[config.mk]
export PLATFORM = sky130hd
export DESIGN_NAME = pipe_stage_reg
export DESIGN_NICKNAME = d
export VERILOG_FILES = /design/src/rtl/pipe_stage_reg.sv
export SDC_FILE = /design/constraint.sdc
export NUM_CORES = 1
export LEC_CHECK = 0
export CORE_MARGIN = 1.5
export CORE_UTILIZATION = 30
export DETAILED_ROUTE_END_ITERATION = 8
export GPL_TIMING_DRIVEN = 0
export PLACE_DENSITY = 0.61
export SYNTH_ARGS = -nofsm -noshare
export SYNTH_HDL_FRONTEND = slang
export SYNTH_SLANG_ARGS = --single-unit
[constraint.sdc]
create_clock -name clk -period 2.68 [get_ports clk]
set_clock_uncertainty 0.05 [all_clocks]
set_input_delay 0.536 -clock clk [delete_from_list [all_inputs] [get_ports clk]]
set_output_delay 0.536 -clock clk [all_outputs]
set_load 0.05 [all_outputs]
[src/rtl/pipe_stage_reg.sv]
// Inter-stage pipeline register with valid/ready handshake and a two-entry skid buffer.
// Upstream ready comes straight from a flop; flush drops held beats and counts the kills.
module pipe_stage_reg #(
    parameter int          INSTR_W   = 32,
    parameter int          PC_W      = 32,
    parameter logic [31:0] NOP_INSTR = 32'h00000013,
    parameter int          CNT_W     = 8
) (
    input  logic               clk,
    input  logic               rst_n,
    input  logic               flush,
    input  logic               in_valid,
    output logic               in_ready,
    input  logic [INSTR_W-1:0] in_instr,
    input  logic [PC_W-1:0]    in_pc,
    output logic               out_valid,
    input  logic               out_ready,
    output logic [INSTR_W-1:0] out_instr,
    output logic [PC_W-1:0]    out_pc,
    output logic [CNT_W-1:0]   flush_cnt
);

    localparam logic [INSTR_W-1:0] NopVal = INSTR_W'(NOP_INSTR);

    typedef enum logic [1:0] {
        EMPTY = 2'd0,
        ONE   = 2'd1,
        FULL  = 2'd2
    } state_t;

    state_t             state_q, state_d;
    logic               outValid_q, outValid_d;
    logic               inReady_q, inReady_d;
    logic [INSTR_W-1:0] mainInstr_q, mainInstr_d;
    logic [PC_W-1:0]    mainPc_q, mainPc_d;
    logic [INSTR_W-1:0] skidInstr_q, skidInstr_d;
    logic [PC_W-1:0]    skidPc_q, skidPc_d;
    logic [CNT_W-1:0]   flushCnt_q, flushCnt_d;

    logic acc;
    logic dep;

    assign acc = in_valid & inReady_q;
    assign dep = outValid_q & out_ready;

    always_comb begin
        state_d     = state_q;
        mainInstr_d = mainInstr_q;
        mainPc_d    = mainPc_q;
        skidInstr_d = skidInstr_q;
        skidPc_d    = skidPc_q;
        flushCnt_d  = flushCnt_q;

        if (flush) begin
            // Flush wins over every handshake; main keeps its PC so out_pc only goes invalid.
            state_d = EMPTY;
            if ((state_q != EMPTY || acc) && flushCnt_q != '1) begin
                flushCnt_d = flushCnt_q + CNT_W'(1);
            end
        end else begin
            unique case (state_q)
                EMPTY: begin
                    if (acc) begin
                        state_d     = ONE;
                        mainInstr_d = in_instr;
                        mainPc_d    = in_pc;
                    end
                end
                ONE: begin
                    if (acc && dep) begin
                        mainInstr_d = in_instr;
                        mainPc_d    = in_pc;
                    end else if (acc) begin
                        state_d     = FULL;
                        skidInstr_d = in_instr;
                        skidPc_d    = in_pc;
                    end else if (dep) begin
                        state_d = EMPTY;
                    end
                end
                FULL: begin
                    if (dep) begin
                        state_d     = ONE;
                        mainInstr_d = skidInstr_q;
                        mainPc_d    = skidPc_q;
                    end
                end
                default: state_d = EMPTY;
            endcase
        end

        outValid_d = (state_d != EMPTY);
        inReady_d  = (state_d != FULL);
    end

    always_ff @(posedge clk or negedge rst_n) begin
        if (!rst_n) begin
            state_q     <= EMPTY;
            outValid_q  <= 1'b0;
            inReady_q   <= 1'b1;
            mainInstr_q <= NopVal;
            mainPc_q    <= '0;
            skidInstr_q <= '0;
            skidPc_q    <= '0;
            flushCnt_q  <= '0;
        end else begin
            state_q     <= state_d;
            outValid_q  <= outValid_d;
            inReady_q   <= inReady_d;
            mainInstr_q <= mainInstr_d;
            mainPc_q    <= mainPc_d;
            skidInstr_q <= skidInstr_d;
            skidPc_q    <= skidPc_d;
            flushCnt_q  <= flushCnt_d;
        end
    end

    assign in_ready  = inReady_q;
    assign out_valid = outValid_q;
    assign out_instr = outValid_q ? mainInstr_q : NopVal;
    assign out_pc    = mainPc_q;
    assign flush_cnt = flushCnt_q;

endmodule

==> out/metrics.yaml <==
required_ps: 2090
start_util: 0.3051
reg2regPathDepth: 8
ys_seq_area_frac: 0.5470
synth-seq-cells: 140
drive_gt1_frac: 0.2003
synthFlopType: "dfrtp_1"
critical_path_buf_inv_count: 3
drt_pass1_iterations: 6
dp_hpwl_mm: 11.21
worst-setup-path-type: "register to output pin"
antenna_found_initial: 0
status: "complete, no violations"
crit_path_start: "out_valid"
grt_max_degree: 75
fin_crit_sh: 0.9579
min_period_ps: 2567
antenna_left: 0
netlist_instances: 510
route.detailed.drc: 0
yosysTopAreaCellShare: 0.5306
setup_viol: 0
async_flop_share: 1.000
vias: 4446
fillers: 2002
drt_iter0_drc: 141
syn_avg_cell_area_um2: 12.58
hold_class: "input port to asynchronous set/reset pin"
critPathSlowestCell: "dlygate4sd2_1"
io_buffers: 141
path_depth: 4
drv_cap: 0
end_kind: "output pin"
root_buffer: "clkbuf_16"
fmax_mhz: 389.6
die_h_um: 149.2
cts_buffers: 17
rows: 53
regArea_mm2: 0.003508
final_core_util: 0.4167
cpLargestDelayFamily: "buffers and inverters"
setup_ws_ps: 113.0
dpl_worst_slack_ps: -249.6
fin_nets: 741
wl_per_cell_um: 16.85
power_density_mw_per_mm2: 998.3
cts.htree.levels: 4
slew_headroom: 0.4717
gp_routability_congestion: 0.7396
die_width_um: 149.2
crit_fanout: 10
p_leak_uw: 0.004354
insertion_delay_ps: 410
cp_cell_sequence: "buf_2 -> clkbuf_2 -> and2_1 -> dlygate4sd2_1"
ios: 143
hold_ws_ps: 66.21
multi_input_area_mm2: 0.002651
met3_wirelength_um: 789
viasPerCell: 4.636
report.final.slew_viol_count: 0
finalWirelength_mm: 16.16
grt_pass1_vias: 4852
grt_pass1_wl_mm: 25.88
ys_warn_count: 0
wl_met1_mm: 7.336
cts_hold_buf: 0
cts_tree: "yes"
synth_top_area_cell: "dfrtp_1"
synth_edf_count: 0
core_area_mm2: 0.02102
cp-start-kind: "register"
syn_area_mm2: 0.006414
syn2layout_area_growth_pct: 36.58
grtUsageTotal: 0.1519
top_layer_used: "met4"
max-vdd-ir-drop_mv: 0.4704
rsz0062_at_grt: "no"
arrival_ps: 1980
num_antenna_cells: 0
netlist-cell-type-count: 35
wl_met2_mm: 7.870
clock_path_buffers: 2
die_area_mm2: 0.02227
hold_violations: 0
slowest_delay_ps: 520
grt-ovfl-total: 0
r2r_start: "out_valid"
total_power_uw: 8744
clk_pin_slew_ps: 60
clock_sinks: 140
synth_fp_nets: 580
synth.area.top_cells: "dfrtp_1, mux2_4, mux2i_1"
tightestPinTransition_ps: 792.5
==> where the power goes <==
| part | internal [uW] | switching, uW | leakage [uW] |
|---|---|---|---|
| clock | 1320 | 890 | 0.000261 |
| sequential | 2960 | 512 | 0.00172 |
| combinational | 1400 | 1660 | 0.00238 |
| total | 5680 | 3060 | 0.00435 |
==> worst register-to-register path: cells and delay by family (launching register included) <==
family	cells	cell delay [ps]
and+or+nand+nor	2	200
DFF	1	380
AOI/OAI and AO/OA	2	260
buffers and inverters	4	1330
==> path summary, 6_finish.rpt <==
check / end / slack, ps
max: out_instr[5] / 110
min: flush_cnt[2] / 70
min in group clk: state_q[0] / 420
max in group asynchronous: mainInstr_q[21] / 1710
max reg2reg: out_pc[17] / 370
min reg2reg: mainInstr_q[5] / 420
==> logic make-up after synthesis <==
family,share of synthesized area
adder cells (fa/ha/maj),0.001951
flip-flops,0.5470
AND/OR/NAND/NOR,0.08720
AO/OA/AOI/OAI,0.06653
multiplexers,0.2509
buffers and inverters,0.03960
XOR/XNOR,0.006828
==> registers in the layout (all words and copies together), names as in the netlist <==
name,cells
mainInstr_q,32
flush_cnt,8
state_q,2
out_valid,1
skidPc_q,32
out_pc,32
in_ready,1
skidInstr_q,32
==> layout make-up <==
class | instances | share of cell area
Buffer | 35 | 0.02900
Clock buffer | 25 | 0.05428
Clock inverter | 7 | 0.007428
Inverter | 1 | 0.0004285
Multi-Input combinational cell | 334 | 0.3027
Sequential cell | 140 | 0.4005
Tap cell | 275 | 0.03928
Timing Repair Buffer | 142 | 0.1664
==> cell usage after synthesis (all sizes together) (2+ instances only) <==
cell type,instances
dfrtp,136
and2,29
buf,17
nand3,3
o21ai,64
dfstp,4
clkbuf,18
mux2,66
nand2b,4
mux2i,64
nand2,75
nor2,3
nor2b,2
nand4,4
xnor2,5
a21oi,2
==> per-stage QoR <==
step	cells	TNS, ps	cell area [um^2]
after floorplan	510	0	6414
after global placement	926	-631280	8169
after detailed placement	927	-3964	8198
after CTS	959	0	8753
after global routing	959	0	8760
final	959	0	8760
==> metal layers <==
metal / track usage / vias to the layer above
li1: - / 2085
met1: 0.1899 / 2242
met2: 0.2521 / 108
met3: 0.04067 / 11
met4: 0.05396 / 0
met5: 0 / -
==> cell usage in the layout (no fill, tap or decap), types with 2 or more instances in the layout <==
cell type        synthesis  final
dfrtp_1                136    136
clkdlybuf4s50_1          0    111
nand2_1                 75     75
mux2i_1                 64     64
o21ai_0                 64     64
mux2_4                  60     60
and2_1                  29     29
clkbuf_1                18     21
clkdlybuf4s15_2          0     19
clkbuf_16                0     17
buf_2                    8      8
buf_12                   6      6
mux2_2                   6      6
xnor2_1                  5      5
clkdlybuf4s15_1          0      5
dlygate4sd2_1            0      5
nand2b_1                 4      4
nand4_1                  4      4
clkinv_2                 0      4
dfstp_2                  4      4
nor2_1                   3      3
clkbuf_2                 0      3
nand3_1                  3      3
a21oi_1                  2      2
nor2b_1                  2      2
buf_6                    1      2
clkbuf_8                 0      2
clkinvlp_4               0      2
==> timing repair <==
item / CTS / global route
pin swaps: 0 / 0
setup endpoints to repair: 29 / 7
resized for setup: 70 / 6
buffers inserted: 0 / 0
(Power assumes the default switching activity.)
